--- src/rtl/regdata_wb_sequencer.sv ---
// regdata_wb_sequencer
//   Registered write-back data selector and sequencer for the multicycle CPU
//   register file. A request picks one of N_SRC channels (or the built-in
//   constant) and drives one register-file write on the next cycle. A swap
//   request also issues a second write in the cycle after that, using the
//   swap data and destination captured when the request was accepted.
//
// Ports
//   clk, reset          : clock, synchronous active-high reset
//   src_bus             : flattened sources, channel k = [k*DATA_W +: DATA_W]
//   sel                 : source select (CONST_SEL returns CONST_VAL)
//   req_valid/req_ready : request handshake, accept = valid && ready
//   dst_a, dst_b        : destinations of first / second (swap) write
//   swap, swap_data     : two-write request and the data for its second write
//   wb_en/wb_addr/wb_data : register-file write port (address 0 never written)
//   sel_err             : one-cycle pulse after an accept with an invalid sel
module regdata_wb_sequencer #(
  parameter int unsigned DATA_W    = 32,
  parameter int unsigned N_SRC     = 10,
  parameter int unsigned SEL_W     = 4,
  parameter int unsigned ADDR_W    = 5,
  parameter int unsigned CONST_SEL = 6,
  parameter int unsigned CONST_VAL = 227
) (
  input  logic                    clk,
  input  logic                    reset,
  input  logic [N_SRC*DATA_W-1:0] src_bus,
  input  logic [SEL_W-1:0]        sel,
  input  logic                    req_valid,
  output logic                    req_ready,
  input  logic [ADDR_W-1:0]       dst_a,
  input  logic                    swap,
  input  logic [DATA_W-1:0]       swap_data,
  input  logic [ADDR_W-1:0]       dst_b,
  output logic                    wb_en,
  output logic [ADDR_W-1:0]       wb_addr,
  output logic [DATA_W-1:0]       wb_data,
  output logic                    sel_err
);

  if ((1 << SEL_W) <= N_SRC) begin : g_param_check
    $fatal(1, "regdata_wb_sequencer: 2**SEL_W must exceed N_SRC");
  end

  typedef enum logic {
    IDLE,
    SWAP_B
  } state_t;

  state_t              state, state_nx;
  logic [DATA_W-1:0]   sel_data;
  logic                sel_ok;
  logic                accept;
  logic                capture;
  logic [DATA_W-1:0]   swap_q;
  logic [ADDR_W-1:0]   dstb_q;
  logic                en_nx;
  logic                err_nx;
  logic [ADDR_W-1:0]   addr_nx;
  logic [DATA_W-1:0]   data_nx;

  assign req_ready = (state == IDLE) && !reset;
  assign accept    = req_valid && req_ready;

  // Constant code wins even when it also names a real channel.
  always_comb begin
    sel_data = '0;
    sel_ok   = 1'b0;
    if (sel == SEL_W'(CONST_SEL)) begin
      sel_data = DATA_W'(CONST_VAL);
      sel_ok   = 1'b1;
    end else begin
      for (int unsigned k = 0; k < N_SRC; k++) begin
        if (sel == SEL_W'(k)) begin
          sel_data = src_bus[k*DATA_W +: DATA_W];
          sel_ok   = 1'b1;
        end
      end
    end
  end

  always_comb begin
    state_nx = state;
    en_nx    = 1'b0;
    err_nx   = 1'b0;
    addr_nx  = wb_addr;
    data_nx  = wb_data;
    capture  = 1'b0;
    unique case (state)
      IDLE: begin
        if (accept) begin
          addr_nx = dst_a;
          if (sel_ok) begin
            data_nx = sel_data;
            en_nx   = (dst_a != '0);
            if (swap) begin
              capture  = 1'b1;
              state_nx = SWAP_B;
            end
          end else begin
            data_nx = '0;
            err_nx  = 1'b1;
          end
        end
      end
      SWAP_B: begin
        addr_nx  = dstb_q;
        data_nx  = swap_q;
        en_nx    = (dstb_q != '0);
        state_nx = IDLE;
      end
      default: state_nx = IDLE;
    endcase
  end

  always_ff @(posedge clk) begin
    if (reset) begin
      state <= IDLE;
    end else begin
      state <= state_nx;
    end
  end

  always_ff @(posedge clk) begin
    if (reset) begin
      wb_en   <= 1'b0;
      wb_addr <= '0;
      wb_data <= '0;
      sel_err <= 1'b0;
    end else begin
      wb_en   <= en_nx;
      wb_addr <= addr_nx;
      wb_data <= data_nx;
      sel_err <= err_nx;
    end
  end

  always_ff @(posedge clk) begin
    if (reset) begin
      swap_q <= '0;
      dstb_q <= '0;
    end else if (capture) begin
      swap_q <= swap_data;
      dstb_q <= dst_b;
    end
  end

endmodule

--- config.mk ---
export PLATFORM = sky130hd
export DESIGN_NAME = regdata_wb_sequencer
export DESIGN_NICKNAME = d
export VERILOG_FILES = /design/src/rtl/regdata_wb_sequencer.sv
export SDC_FILE = /design/constraint.sdc
export NUM_CORES = 1
export LEC_CHECK = 0
export CAP_MARGIN = 20
export CORE_AREA = 4 4 158 160
export CTS_CLUSTER_SIZE = 25
export DETAILED_ROUTE_END_ITERATION = 16
export DIE_AREA = 0 0 162 164
export PLACE_DENSITY = 0.72
export SETUP_SLACK_MARGIN = 0.05
export SYNTH_ARGS = -nofsm -noshare
export SYNTH_HDL_FRONTEND = slang
export SYNTH_SLANG_ARGS = --single-unit
export TNS_END_PERCENT = 30
--- constraint.sdc ---
create_clock -name clk -period 1.8 [get_ports clk]
set_input_delay 0.27 -clock clk [delete_from_list [all_inputs] [get_ports clk]]
set_output_delay 0.27 -clock clk [all_outputs]
set_load 0.005 [all_outputs]
# [Word level (Yosys, flattened, before mapping)]
# Cells that the tools add are included.
[word_totals] register_bits=77 in_bits=370 output_inout_bits=40 wordCells=60
[op_classes] n_eq_ne=10 n_mux=34 bitwise_logic=2 reduce_logical=7
[ops] cell="32-bit 2-to-1 mux" count=12
[ops] cell="32-bit one-hot mux with 2 select lines" count=1
[ops] cell="1-bit 2-to-1 mux" count=17
[ops] cell="4-bit by 3-bit equality test with 1-bit output, second input constant" count=4
[ops] cell="5-bit one-hot mux with 2 select lines" count=1
[ops] cell="5-bit nonzero test" count=2
[ops] cell="4-bit by 2-bit equality test with 1-bit output, second input constant" count=2
[ops] cell="4-bit equality test, second input constant" count=2
[ops] cell="5-bit 2-to-1 mux" count=1
[ops] cell="4-bit by 1-bit equality test with 1-bit output, second input constant" count=1
[ops] cell="4-bit logical NOT" count=1
[ops] cell="1-bit one-hot mux with 2 select lines" count=2
[ops] cell="3-bit OR reduction" count=1
[ops] cell="1-bit logical AND" count=2
[ops] cell="2-bit inequality test, second input constant" count=1
[ops] cell="1-bit NOT" count=2
[ops] cell="1-bit logical NOT" count=1

# [Logic depth before layout (Yosys ltp)]
# Gate-level depths: netlist of run 1.
[depth] depth_word=14 mapped_depth=9 depth_no_buf=5

# [Worst setup path after synthesis of run 1]
# OpenSTA, ideal clock, no wires.
[synth_path] path_type="in2reg" start="input sel[0]" end="register wb_data[17]" setup_ns=0.130 t_arrival_ns=1.531 required_time_ns=1.670 path_slack_ns=0.140 cell_stages=7 n_path_buf=3 path_cell_list="buf_6 -> buf_6 -> buf_2 -> mux2_2 -> a222oi_1 -> o21a_1 -> o211ai_1"
[synth_via] elab_chain_cells=14 word_cells_on_any_way=33 cone_classes="eq/ne: 9; mux: 23; reduce/logical: 1"
[synth_rtl] element="from (decl)" line_no="28" source="input logic [SEL_W-1:0] sel,"
[synth_rtl] element="4-bit logical NOT" line_no="74" source="if (sel == SEL_W'(k)) begin"
[synth_rtl] element="32-bit 2-to-1 mux or 1-bit 2-to-1 mux (tied branches) (9 in a row)" line_no="74"
[synth_rtl] element="32-bit 2-to-1 mux or 1-bit 2-to-1 mux (tied branches)" line_no="69" source="if (sel == SEL_W'(CONST_SEL)) begin"
[synth_rtl] element="32-bit 2-to-1 mux *" line_no="93" source="if (sel_ok) begin"
[synth_rtl] element="32-bit 2-to-1 mux *" line_no="91" source="if (accept) begin"
[synth_rtl] element="32-bit one-hot mux with 2 select lines *" line_no="89" source="unique case (state)"
[synth_rtl] element="to (signal assigned)" line_no="133" source="wb_data <= data_nx;"
[synth_rtl] element="to (decl)" line_no="37" source="output logic [DATA_W-1:0] wb_data,"
# Every way passes the cells marked *; elsewhere a longest branch is shown, timed or not. The select of a mux whose other input is x is not followed.
# A chain may end at the register's enable or synchronous reset.

# [Worst setup path in the final report of run 1]
[layout_path] start="input sel[1]" end="register wb_data[15]"
# The elaborated chain is that of the path after synthesis.

==> impl_summary.md, run 1 <==
Run status
The run finished with clean final reports.

Pwr
The part of the power in registers is 33.5%. The design internal power is 3.83 mW. The static leakage is 3.69 nW. Summed over all nets, the switching power comes to 1.53 mW. The total power after layout is 5.36 mW. The power per unit of standard cell area is 494 nW/um^2. The switching share of power is 28.5%. The share of total power dissipated in the clock network is 33.4%. The worst-case IR drop observed on VDD is 0.418 mV. Of the total power, combinational logic draws 33.1%.

Critical path
The startpoint-to-endpoint class of the critical path is input port to register. Data on the critical path arrives at its endpoint at 1.91 ns. The worst setup path is captured at a register.

The sort of element at the start of the critical path is an input port. For the worst setup path, the data required time is 2.00 ns. The maximum fanout count along the critical path is 32.

Global routing
In the global route stage, overall resource usage came out at 22.0%. The number of antenna violations at the first check in global routing is 2. The maximum number of pins on one net before global-route repair is 42. The total congestion overflow is 0.

The wire length of the first global-routing pass is 45.2 mm. The via count of the first global-routing pass is 7586.

Hold path
The worst hold path belongs to the class input port to register.

CTS
The clock latency on the worst-skew pair is 0.33 ns. CTS placed an instance of sky130_fd_sc_hd__clkbuf_16 at the clock tree root. The maximum count of clock buffers along a single path is 2.

The H-tree generated during clock tree synthesis spans 3 levels. The tree built by TritonCTS fans out to 77 sinks. The total CTS buffers is 9. Clock-pin slew was measured on the worst setup and hold paths at 0.07 ns. The clock tree from TritonCTS is built.

Placed design
The number of port buffers is 377. The last weighted congestion value of the routability-driven placer is 0.924. The placed wire-length estimate after detailed placement is 26.0 mm.

Synth
The number of distinct library cells after synthesis is 60. The flip-flop and latch count after synthesis is 77. The cell type with the largest total area after synthesis is sky130_fd_sc_hd__dfxtp_1. The total of warnings raised by yosys is 0. After synthesis, the cell types taking the most area are sky130_fd_sc_hd__dfxtp_1, sky130_fd_sc_hd__a21oi_1, sky130_fd_sc_hd__mux2_2. Averaged over all synthesized cells, the footprint is 8.01 um^2. After synthesis, the share of flip-flops with an asynchronous set or reset is 0%.

Sequential cells were found to cover 25.4% of the synthesized design area. The synthesized design devotes to its leading area cell type 25.4% of total area. The cell area after synthesis is 6060 um^2. Synthesis produced a netlist with a net count of 1126. In this run, synthesis inferred 0 flip-flops with an integrated enable.

Among all flip-flop cells after synthesis, the most frequent one is sky130_fd_sc_hd__dfxtp_1. The count of mapped cells out of synthesis is 756.

Timing
Derived from the worst setup path, the maximum achievable clock frequency is 0.588 GHz. The worst path in the final design needs a cycle of 1.70 ns, including I/O delays and setup. The number of max-slew violations in the final report is 0. The relative slew slack is 54.6%. The post-route clock skew is 0.00861 ns. The post-route setup TNS is 0 ns. At the pin with the least slew margin, the transition time is 0.679 ns. Setup repair after global routing could not meet its margin everywhere.

The setup-violating endpoint count in the final report is 0. After layout, the worst path uses 94.5% of the clock period. The final number of hold-violating endpoints came to 0.

Die
In this run the standard cell core region covers 23400 um^2. The number of cell rows is 56. Once the floorplan was initialized, standard cells occupied 25.9% of the core.

From bottom edge to top edge, the die measures 164 um. The die is 162 um wide. The full die area is 26600 um^2. The number of top-level design ports is 410.

Job
The tool flagged a number of max-cap violations equal to 0.

Detailed routing
In the final routed layout, each cell accounts on average for 21.7 um. The total wirelength of the detailed-routed design is 31.7 mm. The first routing iteration left 649 violations. The number of DRC violations after detailed routing is 0. The first-pass detailed-route iteration total is 8. Detailed routing inserted a total of 7730 vias.

In the routed layout, each cell is associated on average with a via count of 5.30. The count of nets left with antenna violations once routing finished came out at 0.

Final layout
In the final layout, flip-flops and latches occupy 1540 um^2. For this run, the post-layout net count is 1502. The utilization after layout is 46.4%. The area growth from synthesis to layout is 79.2%. Summing all multi-input logic gate instances after layout gives 4140 um^2. The filler cells instantiated in the layout total 2330. The share of layout cells above drive strength 1 is 14.9%.
==> registers in the layout, summed over array words and instances, names as in the netlist <==
signal / cells
state: 1
wb_addr: 5
sel_err: 1
swap_q: 32
wb_data: 32
wb_en: 1
dstb_q: 5
==> path summary, 6_finish.rpt <==
check / from / end / slack [ns] / depth (start not counted)
worst min register to register: swap_q[16] / swap_q[16] / 0.46 / 2
worst max-delay path: sel[1] / wb_data[15] / 0.1 / 8
worst max register to register: state / wb_data[8] / 0.29 / 5
worst min-delay path: reset / wb_data[10] / 0.33 / 2
==> placed cells by master (no fill, tap or decap), types with 12 or more instances in the layout <==
cell / instances
sky130_fd_sc_hd__buf_12: 12
sky130_fd_sc_hd__nand2_1: 82
sky130_fd_sc_hd__dfxtp_1: 76
sky130_fd_sc_hd__nor3b_1: 21
sky130_fd_sc_hd__nor2_1: 16
sky130_fd_sc_hd__or2_2: 16
sky130_fd_sc_hd__o221ai_1: 12
sky130_fd_sc_hd__o21ai_0: 18
sky130_fd_sc_hd__a211oi_1: 20
sky130_fd_sc_hd__mux2i_1: 16
sky130_fd_sc_hd__nand2b_1: 33
sky130_fd_sc_hd__o21a_1: 15
sky130_fd_sc_hd__a222oi_1: 15
sky130_fd_sc_hd__a21oi_1: 81
sky130_fd_sc_hd__o2111ai_1: 30
sky130_fd_sc_hd__buf_4: 60
sky130_fd_sc_hd__o211ai_1: 15
sky130_fd_sc_hd__clkdlybuf4s50_1: 371
sky130_fd_sc_hd__mux2_2: 32
sky130_fd_sc_hd__nor2b_1: 13
==> synthesized netlist by cell type, drive strengths merged, types with 6 or more instances <==
| master | count |
|---|---|
| nand2 | 82 |
| mux2i | 16 |
| a211oi | 21 |
| nor2 | 17 |
| a221oi | 10 |
| o221ai | 12 |
| and3 | 6 |
| buf | 46 |
| and4bb | 8 |
| or2 | 18 |
| nor3b | 23 |
| nor4bb | 10 |
| clkbuf | 40 |
| dfxtp | 77 |
| o21ai | 25 |
| nor3 | 7 |
| nand4 | 6 |
| o2111ai | 30 |
| a222oi | 15 |
| mux2 | 32 |
| nand3b | 8 |
| a41oi | 6 |
| a211o | 6 |
| o211ai | 15 |
| a21oi | 81 |
| o22ai | 12 |
| nand3 | 7 |
| nor2b | 13 |
| or3 | 6 |
| o21a | 15 |
| nand2b | 33 |
==> what timing repair did <==
item | 4_1_cts | 5_1_grt
endpoints found under the setup margin | 20 | 22
pin swaps | 0 | 2
hold buffers | 0 | 0
resized for setup | 6 | 16
setup buffers | 0 | 0
gates cloned | 0 | 0
==> cell type report <==
| cell class | instances | area share, % |
|---|---|---|
| Sequential cell | 77 | 14.2 |
| Inverter | 3 | 0.104 |
| Multi-Input combinational cell | 590 | 38.2 |
| Clock buffer | 9 | 2.07 |
| Timing Repair Buffer | 451 | 41.1 |
| Clock inverter | 7 | 0.599 |
| Antenna cell | 2 | 0.0461 |
| Tap cell | 319 | 3.68 |
==> power by group through the flow <==
stage	Sequential, mW	Clock [mW]	Combinational [mW]
after CTS	1.79	1.81	1.76
final	1.80	1.79	1.77
after floorplan	1.82	0	0.619
after detailed placement	1.83	0	1.74
after global placement	1.83	0	1.74
after global routing	1.80	1.89	1.89
==> worst max-delay path, stage by stage <==
cell and delay (ns):
sky130_fd_sc_hd__buf_2 0.13, sky130_fd_sc_hd__buf_4 0.18, sky130_fd_sc_hd__buf_12 0.20, sky130_fd_sc_hd__mux2_2 0.37
sky130_fd_sc_hd__o31a_1 0.26, sky130_fd_sc_hd__o21ai_2 0.24, sky130_fd_sc_hd__buf_4 0.16, sky130_fd_sc_hd__a311oi_1 0.08
==> through the flow <==
| stage | cells | instance area [um^2] | hold WS (ns) | setup WS, ns |
|---|---|---|---|---|
| 2_1_floorplan | 756 | 6060 | 0.406 | 0.140 |
| 3_3_place_gp | 1439 | 10500 | 0.445 | -0.422 |
| 3_5_place_dp | 1439 | 10500 | 0.448 | -0.461 |
| 4_1_cts | 1455 | 10800 | 0.310 | 0.0117 |
| 5_1_grt | 1458 | 10900 | 0.323 | 0.0360 |
| 6_report | 1458 | 10900 | 0.334 | 0.0987 |
==> logic make-up (layout without fill, tap and decap cells) <==
family	Yosys count	count (layout)	share of synthesized area, %
simple gates	267	267	26.7
buf+inv	89	470	7.21
compound gates	275	275	32.0
other cells	0	2	0
mux	48	48	8.59
flops	77	77	25.4
==> layer usage <==
| metal | global-route usage [%] | part of all wire, % |
|---|---|---|
| met2 | 36.0 | 47 |
| met3 | 5.04 | 8.9 |
| met4 | 5.61 | 2.0 |
| met5 | 0 | 0 |
| met1 | 29.3 | 42 |
No activity file was read; power rests on OpenSTA's default activity.
==> run 2, diff against run 1 <==
ABC_CLOCK_PERIOD_IN_PS = 1800   (was default)
SETUP_SLACK_MARGIN = default   (was 0.05)
==> run 2 against run 1 <==
Net effect:
- hold slack improved by 0.0055 ns
- cell area stayed put
- clock-buffer cell count unchanged
- sequential cell count stayed put
- via count up 0.53%
- sequential share of layout area unchanged
- clock power is essentially flat
- register-to-register slack barely moved
- sequential power about the same
- first-iteration DRC count is 4.0% lower
==> impl_summary.md, run 2 (synthesis results as in run 1) <==
Final layout
The utilization after layout is 46.4% (unchanged). The final design area excluding fillers is 10900 um^2 (unchanged). The final net count came to 1501 (was 1502). Biggest regs: swap_q x32, wb_data x32 (unchanged). The number of inserted filler cells in the final layout was 2325 (was 2330). The share of layout cells above drive strength 1 came to 14.8% (was 14.9%). The most common cell after layout, fill and taps aside is sky130_fd_sc_hd__clkdlybuf4s50_1 (unchanged). The layout overhead on the synthesized area is 79.2% (unchanged). Leading cell types in the layout, fill and taps excluded: sky130_fd_sc_hd__clkdlybuf4s50_1, sky130_fd_sc_hd__nand2_1, sky130_fd_sc_hd__a21oi_1 (unchanged).

Critical path
The destination of the worst register-to-register timing path is wb_data[12] (was wb_data[8]). The setup slack of the most critical reg-to-reg path is 0.28 ns (was 0.29 ns). The number of buffer and inverter stages on the critical path came to 4 (unchanged). The most repeated library cell on the critical path is sky130_fd_sc_hd__buf_4 (unchanged). The delay of the slowest critical-path stage is 0.38 ns (was 0.37 ns).

The maximum fanout count along the critical path came to 32 (unchanged). The cell type of the slowest stage on the worst timing path is sky130_fd_sc_hd__mux2_2 (unchanged). The required time at the endpoint of the critical path is 2.01 ns (was 2.00 ns).

The sort of element at the start of the critical path was an input port (unchanged). The arrival time at the worst endpoint was 1.96 ns (was 1.91 ns). The element type at the critical path end is a register (unchanged). The category of cells accounting for the largest share of critical-path delay is buffers and inverters (unchanged). The number of cell instances on the worst register-to-register path was 5 (unchanged). The startpoint-to-endpoint class of the critical path is input port to register (unchanged). The beginning of the worst register-to-register path is state (unchanged). Cells along the critical path: buf_2, buf_4, buf_12, mux2_2, o31a_1, o21ai_1, buf_4, a311oi_1 (was buf_2, buf_4, buf_12, mux2_2, o31a_1, o21ai_2, buf_4, a311oi_1).

CTS
The clock tree root buffer cell is sky130_fd_sc_hd__clkbuf_16 (unchanged). The count of hold buffers inserted by post-cts repair came to 0 (unchanged). The total CTS buffers is 9 (unchanged). The number of H-tree levels is 3 (unchanged). The number of clock sinks was 77 (unchanged). The clock input transition at the sequential cells of the worst setup and hold paths is 0.07 ns (about the same). The post-CTS setup repair buffer count came to 0 (unchanged). The maximum count of clock buffers along a single path is 2 (unchanged). The clock tree from TritonCTS is built (unchanged).

The clock latency on the worst-skew pair is 0.33 ns (about the same).

Detailed routing
The number of DRC markers in iteration 0 is 623 (was 649). The antenna violation net count after detailed routing is 0 (unchanged). The total wirelength of the detailed-routed design is 31.6 mm (was 31.7 mm).

The first-pass detailed-route iteration total is 8 (unchanged). The number of DRC violations after detailed routing is 0 (unchanged). The overall via count from detail_route is 7771 (was 7730). The average routed wire per standard cell is 21.7 um (about the same). The number of vias per cell after detailed routing is 5.33 (was 5.30).

Hold path
The launch instance of the worst min-delay path is reset (unchanged). The endpoint of the worst hold path is wb_data[10] (unchanged). The worst hold path class is input port to register (unchanged). The depth of the worst hold-timing path is 2 (unchanged).

Timing
The number of max-slew violations in the final report is 0 (unchanged). The setup-violating endpoint count in the final report is 0 (unchanged). The final number of hold-violating endpoints came to 0 (unchanged). The transition time at the pin with the least slew margin is 0.699 ns (was 0.679 ns). RSZ-0062 raised after global routing: no (was yes).

The post-route clock skew is 0.00854 ns (was 0.00861 ns). The final critical delay including setup and external delays is 1.75 ns (was 1.70 ns). The relative slew slack is 53.2% (was 54.6%). The maximum achievable frequency is 0.571 GHz (was 0.588 GHz).

The fraction of the cycle the final worst path needs is 97.2% (was 94.5%).

Pwr
The static leakage is 3.69 nW (about the same). The power per unit of standard cell area was 493 nW/um^2 (was 494 nW/um^2). The largest voltage drop on the vdd net is 0.417 mV (was 0.418 mV).

Global routing
The number of antenna violations at the first check in global routing is 2 (unchanged). The wire length of the first global-routing pass is 45.1 mm (was 45.2 mm). The maximum number of pins on one net before global-route repair was 42 (unchanged). The total global-route track usage is 21.9% (was 22.0%). The via count of the first global-routing pass is 7569 (was 7586). The total congestion overflow is 0 (unchanged).

Placed design
The total cell area at the placement stage is 10500 um^2 (unchanged). The last weighted congestion value of the routability-driven placer is 0.924 (unchanged). The placed wire-length estimate after detailed placement is 26.0 mm (unchanged). The number of port buffers came to 377 (unchanged).

Job
The number of violations of the max-capacitance limit is 0 (unchanged).

Die
The width of the die is 162 um (unchanged). The number of top-level design ports is 410 (unchanged). The number of cell rows is 56 (unchanged). The effective utilization at floorplan is 25.9% (unchanged). The height of the die is 164 um (unchanged).

The area of the core came to 23400 um^2 (unchanged). The full die area is 26600 um^2 (unchanged).

Run status
Outcome: complete, no violations (unchanged).
[run 2: cell count changes in the layout (fill, tap and decap cells not counted), sizes merged]
| cell | before | now |
|---|---|---|
| dlymetal6s2s | 0 | 1 |
| dlygate4sd2 | 1 | 0 |
| clkbuf | 11 | 10 |
[run 2: area by class of cell]
class                      instances  area, um^2  area share (%)
multi-input combinational        590        4150            38.2
antenna                            2        5.00          0.0461
clock buffer                       9         225            2.07
clock inverter                     7        65.1           0.599
inverter                           3        11.3           0.104
sequential                        77        1540            14.2
tap                              319         399            3.68
timing repair buffer             450        4460            41.1
[run 2: repair_timing]
action | in CTS | in global routing
resized for setup | 5 | 16
setup endpoints to repair | 14 | 26
gates cloned | 0 | 0
[run 2: metrics by stage]
step	hold slack [ns]	power [mW]	worst slack [ns]	TNS, ns	std cells
6_report	0.340	5.35	0.0499	0	1457
5_1_grt	0.331	5.57	0.0173	0	1457
4_1_cts	0.310	5.36	0.0107	0	1455
3_5_place_dp	0.448	3.57	-0.461	-15.55	1439
3_3_place_gp	0.445	3.57	-0.422	-13.10	1439
2_1_floorplan	0.406	2.44	0.140	0	756
[run 2: worst max path at each step]
stage	startpoint	to	slack (ns)	cells past startpoint
floorplan	sel[0]	wb_data[17]	0.14	7
global placement	sel[1]	wb_data[15]	-0.42	8
detailed placement	sel[1]	wb_data[15]	-0.46	8
CTS	sel[1]	wb_data[6]	0.01	9
global route	sel[3]	wb_data[23]	0.02	8
finish	sel[1]	wb_data[2]	0.05	8
[run 2: where the power goes]
group | total, mW | internal (mW) | switching, mW
clock | 1.78 | 0.972 | 0.812
combinational | 1.77 | 1.10 | 0.672
sequential | 1.80 | 1.76 | 0.0386
[run 2: metal layers]
layer | global-route usage [%] | vias to the layer above | wire length, um | share of wire (%)
met5 | 0 | - | 0 | 0
met4 | 5.61 | 0 | 617 | 2.0
met3 | 5.04 | 34 | 2790 | 8.8
met2 | 35.9 | 429 | 14700 | 47
met1 | 29.3 | 3644 | 13400 | 43
li1 | - | 3664 | - | -
[run 2: worst reg2reg max path, stage by stage (launching register included)]
cell and delay [ns]:
sky130_fd_sc_hd__dfxtp_2 0.35, sky130_fd_sc_hd__inv_1 0.21, sky130_fd_sc_hd__and4_2 0.33, sky130_fd_sc_hd__buf_12 0.19, sky130_fd_sc_hd__o2111ai_1 0.16, sky130_fd_sc_hd__o211ai_1 0.18
==> run 3, diff against run 2 <==
PLACE_DENSITY = default   (was 0.72)
SKIP_CTS_REPAIR_TIMING = 1   (was default)
==> run 3 against run 2 <==
Net effect:
- sequential power barely moved
- critical path type unchanged
- largest cell class unchanged
- die area unchanged
- via count shrank 1.6%
- sequential share of layout area is the same
- clock skew is 0.0041 ns lower
==> impl_summary.md, run 3 (synthesis results as in run 1) <==
Pwr
The design internal power was 3.84 mW (was 3.83 mW). The static leakage is 3.72 nW (was 3.69 nW). The largest voltage drop on the vdd net is 0.373 mV (was 0.417 mV). The total net switching power is 1.45 mW (was 1.52 mW). The part of the power in registers is 33.9% (was 33.5%). The total power after layout came to 5.29 mW (was 5.35 mW). The share of total power in the clock network is 32.9% (was 33.3%). The power per unit of standard cell area came to 487 nW/um^2 (was 493 nW/um^2). The proportion of power drawn by combinational gates is 33.2% (was 33.1%). The switching share of power is 27.4% (was 28.4%).

Global routing
The wire length of the first global-routing pass was 45.3 mm (was 45.1 mm). The total global-route track usage is 21.9% (about the same). The via count of the first global-routing pass was 7616 (was 7569). The number of antenna violations at the first check in global routing is 1 (was 2).

The total congestion overflow came to 0 (unchanged). The maximum number of pins on one net before global-route repair is 53 (was 42).

Timing
The final critical delay including setup and external delays is 1.72 ns (was 1.75 ns). RSZ-0062 raised after global routing: yes (was no). The number of max-slew violations in the final report is 0 (unchanged). The final number of hold-violating endpoints is 0 (unchanged). The relative slew slack is 37.0% (was 53.2%).

The post-route clock skew is 0.00447 ns (was 0.00854 ns). The setup-violating endpoint count in the final report came to 0 (unchanged). The transition time at the pin with the least slew margin is 0.941 ns (was 0.699 ns). The fraction of the cycle the final worst path needs is 95.4% (was 97.2%). The maximum achievable frequency is 0.582 GHz (was 0.571 GHz). The post-route setup TNS was 0 ns (unchanged).

Critical path
Cells along the critical path: buf_2, buf_4, mux2_2, o31a_1, o21ai_1, buf_4, a311oi_1 (was buf_2, buf_4, buf_12, mux2_2, o31a_1, o21ai_1, buf_4, a311oi_1). The number of buffer and inverter stages on the critical path is 3 (was 4). The beginning of the worst register-to-register path was state (unchanged).

The critical path capture point is wb_data[11] (was wb_data[2]). The number of cell instances on the worst register-to-register path came to 5 (unchanged). The arrival time at the worst endpoint was 1.93 ns (was 1.96 ns). The maximum fanout count along the critical path is 26 (was 32). The element type at the critical path end is a register (unchanged). The cell type of the slowest stage on the worst timing path is sky130_fd_sc_hd__mux2_2 (unchanged). The most repeated library cell on the critical path is sky130_fd_sc_hd__buf_4 (unchanged). The delay of the slowest critical-path stage was 0.39 ns (was 0.38 ns).

The destination of the worst register-to-register timing path was wb_data[11] (was wb_data[12]). The source of the critical timing path is sel[1] (unchanged). The setup slack of the most critical reg-to-reg path is 0.30 ns (was 0.28 ns). The number of cells on the critical path was 7 (was 8). The category of cells accounting for the largest share of critical-path delay is compound AO/OA/AOI/OAI gates (was buffers and inverters). The startpoint-to-endpoint class of the critical path is input port to register (unchanged). The sort of element at the start of the critical path was an input port (unchanged). The required time at the endpoint of the critical path is 2.02 ns (was 2.01 ns).

Placed design
The number of port buffers was 377 (unchanged). The placed wire-length estimate after detailed placement is 25.4 mm (was 26.0 mm). The number of instances in the placed design was 1446 (was 1439). The total cell area at the placement stage came to 10500 um^2 (about the same). The last weighted congestion value of the routability-driven placer was 0.976 (was 0.924).

Detailed routing
The number of DRC markers in iteration 0 is 563 (was 623). The overall via count from detail_route is 7648 (was 7771). The average routed wire per standard cell came to 21.2 um (was 21.7 um). The number of vias per cell after detailed routing is 5.21 (was 5.33). The first-pass detailed-route iteration total is 6 (was 8). The antenna violation net count after detailed routing is 0 (unchanged). The number of DRC violations after detailed routing is 0 (unchanged).

The total wirelength of the detailed-routed design is 31.1 mm (was 31.6 mm).

Die
The number of top-level design ports is 410 (unchanged). The height of the die is 164 um (unchanged). The area of the core is 23400 um^2 (unchanged).

The effective utilization at floorplan is 25.9% (unchanged). The full die area is 26600 um^2 (unchanged). The number of cell rows came to 56 (unchanged). The width of the die is 162 um (unchanged).

Final layout
The final net count is 1510 (was 1501). The multi-input gate area in the final layout came to 4120 um^2 (was 4150 um^2). The layout overhead on the synthesized area is 79.2% (unchanged).

The final design area excluding fillers is 10900 um^2 (unchanged). The most common cell after layout, fill and taps aside is sky130_fd_sc_hd__clkdlybuf4s50_1 (unchanged). Leading cell types in the layout, fill and taps excluded: sky130_fd_sc_hd__clkdlybuf4s50_1, sky130_fd_sc_hd__nand2_1, sky130_fd_sc_hd__a21oi_1 (unchanged). The number of inserted filler cells in the final layout was 2348 (was 2325). The footprint of the flip-flops and latches came to 1540 um^2 (unchanged). The utilization after layout was 46.4% (unchanged). The number of standard cells in the layout, taps in and fillers out came to 1468 (was 1457). The share of layout cells above drive strength 1 is 15.0% (was 14.8%).

Biggest regs: swap_q x32, wb_data x32 (unchanged).

CTS
The total CTS buffers is 9 (unchanged). The clock input transition at the sequential cells of the worst setup and hold paths is 0.06 ns (was 0.07 ns). The number of H-tree levels is 3 (unchanged). The number of clock sinks came to 77 (unchanged).

The maximum count of clock buffers along a single path is 2 (unchanged). The clock latency on the worst-skew pair is 0.34 ns (was 0.33 ns). The clock tree root buffer cell is sky130_fd_sc_hd__clkbuf_16 (unchanged).

The clock tree from TritonCTS was built (unchanged).

Hold path
The worst hold path class is input port to register (unchanged).

Job
The number of violations of the max-capacitance limit is 0 (unchanged).

Run status
Outcome: complete, no violations (unchanged).
-- run 3: changes by cell type in the layout (fill, tap and decap cells not counted), sizes merged --
cell    change
buf        +10
inv         -3
clkinv      +2
diode       +2
-- run 3: per-layer routing --
metal  global-route usage (%)  share of wire, %
met1                     29.8                44
met2                     36.1                47
met3                     3.41               7.1
met4                     6.23               2.1
met5                        0                 0
-- run 3: worst reg2reg max path, stage by stage, from the launching register on --
cell and delay (ns):
sky130_fd_sc_hd__dfxtp_2 0.35, sky130_fd_sc_hd__inv_1 0.18, sky130_fd_sc_hd__and4_2 0.34, sky130_fd_sc_hd__buf_4 0.16, sky130_fd_sc_hd__a221oi_1 0.07, sky130_fd_sc_hd__a311oi_1 0.29
-- run 3: worst min path at each step --
stage | from | endpoint | slack (ns) | cells after the start
floorplan | swap_data[0] | swap_q[0] | 0.41 | 2
global placement | swap_q[23] | swap_q[23] | 0.44 | 2
detailed placement | swap_q[22] | swap_q[22] | 0.45 | 2
CTS | reset | swap_q[30] | 0.23 | 2
global route | reset | swap_q[30] | 0.23 | 2
finish | reset | swap_q[30] | 0.23 | 2
-- run 3: layout make-up --
cell class	instances	share of cell area (%)
tap	319	3.68
timing repair buffer	459	41.4
sequential	77	14.2
inverter	3	0.104
clock buffer	10	2.20
multi-input combinational	590	37.9
antenna	4	0.0922
clock inverter	6	0.403
-- run 3: per-stage QoR --
| stage | hold slack, ns | setup WS [ns] |
|---|---|---|
| floorplan | 0.406 | 0.140 |
| global placement | 0.445 | -0.447 |
| detailed placement | 0.447 | -0.477 |
| CTS | 0.226 | -0.138 |
| global route | 0.229 | -0.0288 |
| finish | 0.230 | 0.0830 |
-- run 3: power by group through the flow --
stage	Sequential [mW]	Combinational, mW	Clock, mW
3_3_place_gp	1.83	1.73	0
3_5_place_dp	1.83	1.74	0
6_report	1.80	1.76	1.74
2_1_floorplan	1.82	0.619	0
5_1_grt	1.80	1.88	1.84
4_1_cts	1.79	1.75	1.77
